## config.mk

```make
export PLATFORM = sky130hd
export DESIGN_NAME = fpu_simd_cmd_ctrl
export DESIGN_NICKNAME = d
export VERILOG_FILES = /design/src/rtl/fpu_simd_cmd_ctrl.sv
export SDC_FILE = /design/constraint.sdc
export NUM_CORES = 1
export LEC_CHECK = 0
export CAP_MARGIN = 20
export CORE_ASPECT_RATIO = 1.5
export CORE_MARGIN = 3
export CORE_UTILIZATION = 36
export CTS_CLUSTER_DIAMETER = 50
export CTS_CLUSTER_SIZE = 10
export DETAILED_ROUTE_END_ITERATION = 12
export MAX_ROUTING_LAYER = met4
export PLACE_DENSITY = 0.77
export SYNTH_ARGS = -nofsm -noshare
export SYNTH_HDL_FRONTEND = slang
export SYNTH_SLANG_ARGS = --single-unit
```

## constraint.sdc

```tcl
create_clock -name clk -period 1.6 [get_ports clk]
set_input_delay 0.32 -clock clk [delete_from_list [all_inputs] [get_ports clk]]
set_output_delay 0.32 -clock clk [all_outputs]
set_load 0.05 [all_outputs]
```

## src/rtl/fpu_simd_cmd_ctrl.sv

```systemverilog
// +---------------------------------------------------------------------------+
// | fpu_simd_cmd_ctrl: software command sequencer for the shared FPU/SIMD     |
// | units. Optional macro: FPU_SIMD_CMD_TIMEOUT_EN.  Revision: 1.0            |
// +---------------------------------------------------------------------------+
`default_nettype none

module fpu_simd_cmd_ctrl #(
  parameter int TIMEOUT_CYCLES = 1024,
  parameter int OPCODE_W       = 4
) (
  input  logic                clk,
  input  logic                rst_n,
  input  logic                sw_wr_en,
  input  logic                sw_rd_en,
  input  logic [31:0]         sw_address,
  input  logic [31:0]         sw_datain,
  output logic [31:0]         sw_dataout,
  output logic                sw_rd_valid,
  output logic                fpu_simd,
  output logic [OPCODE_W-1:0] unit_opcode,
  output logic                fpu_start,
  output logic                simd_start,
  input  logic                fpu_done,
  input  logic                simd_done,
  input  logic [31:0]         fpu_result,
  input  logic [31:0]         simd_result,
  output logic                busy
);

  localparam logic [31:0] ADDR_CMD    = 32'h0000_0000;
  localparam logic [31:0] ADDR_STATUS = 32'h0000_0110;
  localparam logic [31:0] ADDR_OUTPUT = 32'h0000_0130;

  localparam logic [1:0] S_IDLE  = 2'd0;
  localparam logic [1:0] S_ISSUE = 2'd1;
  localparam logic [1:0] S_WAIT  = 2'd2;
  localparam logic [1:0] S_DONE  = 2'd3;

  logic [1:0]          state;
  logic [1:0]          state_nxt;
  logic                cmd_unit;
  logic [OPCODE_W-1:0] cmd_opcode;
  logic                last_unit;
  logic                st_done;
  logic                st_err;
  logic [31:0]         out_reg;
  logic [31:0]         rd_data;

  logic cmd_wr_idle;
  logic go_accept;
  logic status_rd;
  logic sel_done;
  logic [31:0] sel_result;
  logic timeout_hit;
  logic issue_fire;
  logic capture;
  logic set_done;
  logic set_err;
  logic unused_bits;

  assign cmd_wr_idle = sw_wr_en && (sw_address == ADDR_CMD) && (state == S_IDLE);
  assign go_accept   = cmd_wr_idle && sw_datain[0];
  assign status_rd   = sw_rd_en && (sw_address == ADDR_STATUS);
  // fpu_simd cannot move while busy, so it is a safe selector for the done path.
  assign sel_done    = fpu_simd ? simd_done : fpu_done;
  assign sel_result  = fpu_simd ? simd_result : fpu_result;
  assign busy        = (state != S_IDLE);
  assign unit_opcode = cmd_opcode;
  assign unused_bits = ^{sw_datain[3:2], sw_datain[31:4+OPCODE_W]};

`ifdef FPU_SIMD_CMD_TIMEOUT_EN
  localparam int TO_W = $clog2(TIMEOUT_CYCLES + 1);
  logic [TO_W-1:0] wait_cnt;

  always_ff @(posedge clk) begin
    if (!rst_n) begin
      wait_cnt <= '0;
    end else if (state == S_ISSUE) begin
      wait_cnt <= '0;
    end else if (state == S_WAIT) begin
      wait_cnt <= wait_cnt + 1'b1;
    end
  end

  // A coincident done takes priority over the terminal count.
  assign timeout_hit = (state == S_WAIT) && !sel_done &&
                       (wait_cnt == TO_W'(TIMEOUT_CYCLES));
`else
  assign timeout_hit = 1'b0;
`endif

  always_ff @(posedge clk) begin
    if (!rst_n) begin
      state <= S_IDLE;
    end else begin
      state <= state_nxt;
    end
  end

  always_comb begin
    state_nxt = state;
    case (state)
      S_IDLE:  if (go_accept) state_nxt = S_ISSUE;
      S_ISSUE: state_nxt = S_WAIT;
      S_WAIT: begin
        if (sel_done)         state_nxt = S_DONE;
        else if (timeout_hit) state_nxt = S_IDLE;
      end
      S_DONE:  state_nxt = S_IDLE;
      default: state_nxt = S_IDLE;
    endcase
  end

  always_comb begin
    issue_fire = 1'b0;
    capture    = 1'b0;
    set_done   = 1'b0;
    set_err    = 1'b0;
    case (state)
      S_ISSUE: issue_fire = 1'b1;
      S_WAIT: begin
        capture = sel_done;
        set_err = timeout_hit;
      end
      S_DONE:  set_done = 1'b1;
      default: ;
    endcase
  end

  always_comb begin
    rd_data = 32'h0;
    case (sw_address)
      ADDR_CMD: begin
        rd_data[1]             = cmd_unit;
        rd_data[4 +: OPCODE_W] = cmd_opcode;
      end
      ADDR_STATUS: rd_data = {28'h0, last_unit, st_err, st_done, busy};
      ADDR_OUTPUT: rd_data = out_reg;
      default:     rd_data = 32'h0;
    endcase
  end

  always_ff @(posedge clk) begin
    if (!rst_n) begin
      cmd_unit    <= 1'b0;
      cmd_opcode  <= '0;
      last_unit   <= 1'b0;
      fpu_simd    <= 1'b0;
      st_done     <= 1'b0;
      st_err      <= 1'b0;
      out_reg     <= 32'h0;
      fpu_start   <= 1'b0;
      simd_start  <= 1'b0;
      sw_dataout  <= 32'h0;
      sw_rd_valid <= 1'b0;
    end else begin
      if (cmd_wr_idle) begin
        cmd_unit   <= sw_datain[1];
        cmd_opcode <= sw_datain[4 +: OPCODE_W];
      end
      if (go_accept) begin
        fpu_simd  <= sw_datain[1];
        last_unit <= sw_datain[1];
      end
      // Registered launch lands one cycle after ISSUE, i.e. the first WAIT cycle.
      fpu_start  <= issue_fire && !fpu_simd;
      simd_start <= issue_fire && fpu_simd;
      if (capture) out_reg <= sel_result;

      if (set_done)       st_done <= 1'b1;
      else if (status_rd) st_done <= 1'b0;
      if (set_err)        st_err  <= 1'b1;
      else if (status_rd) st_err  <= 1'b0;

      sw_rd_valid <= sw_rd_en;
      if (sw_rd_en) sw_dataout <= rd_data;
    end
  end

endmodule

`default_nettype wire

```

# Word-level counts from Yosys, hierarchy flattened
# Index checks and enable logic that the tools add are counted.
totals:
  word_cells: 44
  in_bits: 134
  reg_bits: 76
  output_inout_bits: 41
classes:
  n_reduce_logical: 12
  eq_ne: 7
  n_mux: 15
ops:
  columns: ["cell", "count"]
  rows:
  - ["== test 32 x 9 -> 1 bit (second input constant)", 2]
  - ["zero test 32 bit", 1]
  - ["two-way mux 32 bit", 1]
  - ["two-way mux 24 bit", 1]
  - ["case mux 2 bit (4 select lines)", 1]
  - ["case mux 4 bit (2 select lines)", 1]
  - ["logical AND 1 bit", 6]
  - ["two-way mux 1 bit", 6]
  - ["== test 2 bit (second input constant)", 2]
  - ["two-way mux 2 bit", 2]
  - ["!= test 2 bit (second input constant)", 2]
  - ["case mux 2 bit (2 select lines)", 1]
  - ["nonzero test 2 bit", 2]
  - ["case mux 1 bit (3 select lines)", 1]
  - ["== test 2 x 1 -> 1 bit (second input constant)", 1]
  - ["zero test 2 bit", 1]
  - ["case mux 1 bit (2 select lines)", 1]
  - ["AND reduction 2 bit", 1]
  - ["zero test 1 bit", 1]

# Logic depth before layout (Yosys ltp)
logic_depth:
  depth_word: 6
  depth_mapped: 7
  depth_no_buf: 6

# Worst setup path before layout
# No wires, ideal clock.
synth_timing:
  kind: "register to register"
  start: "register, netlist name last_unit"
  end: "register out_reg[13]"
  synth_period_minus_slack_ns: 1.903
  required_time_ns: 1.514
  setup_ns: 0.086
  arrival_time_ns: 1.818
  stages_incl_launch_ff: 8
  slack_ns: -0.303
  n_path_buf: 3
  path_cell_list: "dfxtp_1 -> buf_2 -> mux2i_1 -> nor2b_1 -> buf_2 -> buf_1 -> nor2_1 -> a211oi_1"
synth_rtl:
  columns: ["element", "line", "rtl"]
  rows:
  - ["end signal: assignment", "168", "if (capture) out_reg <= sel_result;"]
  - ["end: declaration", "46", "logic [31:0] out_reg;"]

# Final worst setup path
layout_timing:
  start: "input port sw_address[12]"
  end: "register last_unit"
layout_between:
  elab_chain_len: 4
layout_rtl:
  columns: ["element", "line", "rtl"]
  rows:
  - ["start: declaration", "15", "input logic [31:0] sw_address,"]
  - ["zero test 32 bit", "61", "assign cmd_wr_idle = sw_wr_en && (sw_address == ADDR_CMD) && (state == S_IDLE);"]
  - ["logical AND 1 bit (2 in series)", "61", null]
  - ["logical AND 1 bit", "62", "assign go_accept = cmd_wr_idle && sw_datain[0];"]
  - ["end signal: assignment", "163", "last_unit <= sw_datain[1];"]
  - ["end: declaration", "43", "logic last_unit;"]
# No other way between the ends.
# A chain may end at the register's enable or synchronous reset.

==> impl_metrics.toml <==
[logic_synthesis]
netlist.top_cell.by_area = "sky130_fd_sc_hd__dfxtp_1"
largest_cells_by_area_after_synthesis = "sky130_fd_sc_hd__dfxtp_1 (46%), sky130_fd_sc_hd__mux2i_1 (12%), sky130_fd_sc_hd__nor2_1 (7.7%)"
syn-num-nets = 502
synth-compound-area-share_pct = 14.64
syn_area_per_cell_um2 = 9.110
synth_edf_count = 0
adder_cell_share_of_the_synthesized_area_pct = 1.892
post_synth_num_cell_types = 34
ys_async_sr_fraction_pct = 0
synth.cells.most_frequent = "sky130_fd_sc_hd__dfxtp_1 (76), sky130_fd_sc_hd__nor2_1 (68), sky130_fd_sc_hd__mux2i_1 (40)"
synthDominantCellAreaShare_pct = 46.01
yosysWarnings = 0
dominantRegCellSynth = "sky130_fd_sc_hd__dfxtp_1"
yosys.area_share.xor_xnor_pct = 0
flip_flop_and_latch_count_after_synthesis = 76
synth_most_common_cell = "sky130_fd_sc_hd__dfxtp_1"
post_synthesis_sequential_area_ratio_pct = 46.01
combinational_family_with_the_most_area_after_synthesis = "simple AND/OR/NAND/NOR gates"
yosys-mux-area-fraction_pct = 12.45
post_synth_inst_count = 363
syn-cell-area_um2 = 3307
post_synth_and_or_nand_nor_area_fraction_pct = 21.23

[routing]
routed_wl_mm = 10.39
drcViolationCount = 0
drt-pass1-iter-count = 4
viasPerCell = 5.091
dr_total_vias = 3289
detailedRoute.firstIterationViolations = 201
detail_route.wl_per_cell_um = 16.09
route.antenna.remaining_nets = 0

[clock_tree]
clk_pin_slew_worst_setup_hold_paths_ns = 0.06
clkLatencyLatePin_ns = 0.33
cts_inserted_buffers = 9
cts.htree.levels = 3
max_root_sink_buffers = 2
clock_sink_count = 76
cts_tree = "built"
post_cts_hold_buffer_count = 0
cts_root_buffer = "sky130_fd_sc_hd__clkbuf_16"

[critical_path]
cp_num_buf_inv = 1
critical-path-max-stage-delay_ns = 0.34
startpoint_type = "input port"
crit-reg2reg-launch = "state[0]"
rr_endpoint = "unit_opcode[0]"
ff2ff_path_depth = 8
highest_fanout_seen_on_the_critical_path = 5
endpoint_type_of_the_worst_setup_path = "flop"
worst_ep_required_time_ns = 1.81
setup.reg_to_reg.worst_slack_ns = 0.05
cpLargestDelayFamily = "simple AND/OR/NAND/NOR gates"
cp.arrival_ns = 1.76
worstPathCellList = "dlygate4sd2_1, nor4_4, nand4_4, nor4_2, mux2i_1, nor2_1"
critical_path.slowest_cell = "sky130_fd_sc_hd__nor4_2"
worstSetupPathDepth = 6
critical_path_class = "input port to flop"

[timing]
timing_hold_violations_final = 0
number_of_endpoints_failing_setup_at_the_final_stage = 0
slew_headroom_pct = 72.47
layout_worst_path_cycle_share_pct = 97.30
top_achievable_clock_speed_mhz = 642.4
finalCriticalPeriod_ns = 1.557
max_slew.worst_pin.slew_ns = 0.4015
rsz0062_at_grt = "yes"
whs_ns = 0.4771
timing.clock.skew_ns = 0.004879
report.final.slew_viol_count = 0

[placed_design]
post-place-cells = 618
place.gp.congestion = 0.8169
portbufs = 148
detailed_place_hpwl_mm = 7.259

[power]
irDropWorstVdd_mv = 0.5306
power_per_cell_area_nw_per_um2 = 808.8
power_leakage_nw = 2.101

[layout]
num-nets-final = 672
layout.filler_cells = 745
antenna-diode-count = 0
flow.area_growth_from_synthesis_pct = 69.96
layout.area.seq_um2 = 1525
post_route_cells_drive_above_1_share_pct = 24.63
multi_input_area_um2 = 1812
finalNonFillerCells = 646

[floorplanning]
chipHeight_um = 123.4
floorplan.initialDensity_pct = 37.24
core_area_um2 = 8881
design.portCount = 175
die_w_um = 84.26
floorplan.die_area_um2 = 10400
row_count = 42

[global_routing]
grt_first_pass_wirelength_mm = 15.76
grt_antenna_before_repair = 0
grtUsageTotal_pct = 19.56
first_global_vias = 3346
overflow = 0
grt_max_degree = 50

[status]
status = "finished, final reports clean"

[flow_run]
drv.max_cap_violation_count = 0

[min_path]
whs_endpoint = "sw_dataout[1]"
min_path_type = "flop to flop"
timing.hold.worst.start = "sw_dataout[1]"
hold-path-cell-count = 2
worst reg2reg max path: cells and delay by family, from the launching register on:
kind / cells / cell delay (ns)
adder cells (fa/ha/maj): 1 / 0.16
buffers and inverters: 4 / 0.45
flip-flops: 1 / 0.32
multiplexers: 1 / 0.21
AND/OR/NAND/NOR: 2 / 0.29
per-layer routing:
layer / up-vias / share of wire [%] / track usage (%) / routed length [um]
li1: 1613 / - / - / -
met3: 14 / 4.8 / 2.667 / 495
met1: 1556 / 37 / 20.75 / 3888
met5: - / 0 / - / 0
met2: 106 / 56 / 36.26 / 5816
met4: 0 / 1.9 / 8.149 / 193
stage by stage:
step / total power, mW / utilization (%) / cell area [um2] / TNS [ns] / worst slack (ns)
after global placement: 2.353 / 57.34 / 5092 / -19.19 / -0.5703
after floorplan: 2.025 / - / 3368 / -0.2465 / -0.04976
after CTS: 4.575 / 62.14 / 5519 / 0 / 0.01005
final: 4.546 / 63.29 / 5620 / 0 / 0.04325
after detailed placement: 2.359 / 57.34 / 5092 / -21.49 / -0.6539
after global routing: 4.681 / 63.29 / 5620 / -0.3656 / -0.03948
where the power goes:
| group | leakage (nW) | internal (mW) | switching [mW] | total (mW) |
|---|---|---|---|---|
| logic | 1.33 | 0.262 | 0.146 | 0.408 |
| clock network | 0.157 | 1.50 | 0.741 | 2.24 |
| registers | 0.614 | 1.89 | 0.000298 | 1.89 |
timing repair:
item,in CTS,in global routing
hold endpoints to repair,0,0
resized for setup,52,33
endpoints found under the setup margin,41,50
setup buffers,9,3
gates cloned,0,2
pin swaps,14,12
final cells by class:
class	instances	share of cell area, %
tap	110	2.449
sequential	76	27.14
clock inverter	5	1.825
multi-input combinational	257	32.24
timing repair buffer	185	32.03
inverter	4	0.3117
clock buffer	9	4.007
placed cells by master, fill, tap and decap left out, drive strengths merged, types with 12 or more instances in the layout:
cell type | synthesis | routed
dlygate4sd2 | 0 | 12
buf | 13 | 79
mux2i | 40 | 40
clkdlybuf4s50 | 0 | 77
a211oi | 32 | 32
dfxtp | 76 | 76
a21oi | 32 | 32
nor2b | 26 | 26
clkbuf | 13 | 18
nor2 | 68 | 68
cells by family (layout without fill, tap and decap cells):
| group | after synthesis | count (layout) |
|---|---|---|
| and+or+nand+nor | 136 | 136 |
| DFF | 76 | 76 |
| AOI/OAI and AO/OA | 75 | 75 |
| muxes | 41 | 41 |
| buffers and inverters | 30 | 203 |
| adders and majority gates | 5 | 5 |
worst max-delay path by stage:
stage | from | endpoint
floorplan | sw_address[21] | unit_opcode[0]
global placement | sw_address[1] | unit_opcode[2]
detailed placement | sw_address[6] | unit_opcode[0]
CTS | sw_address[23] | unit_opcode[0]
global route | state[0] | out_reg[11]
finish | sw_address[12] | last_unit
Power figures use the tool's default switching activity.
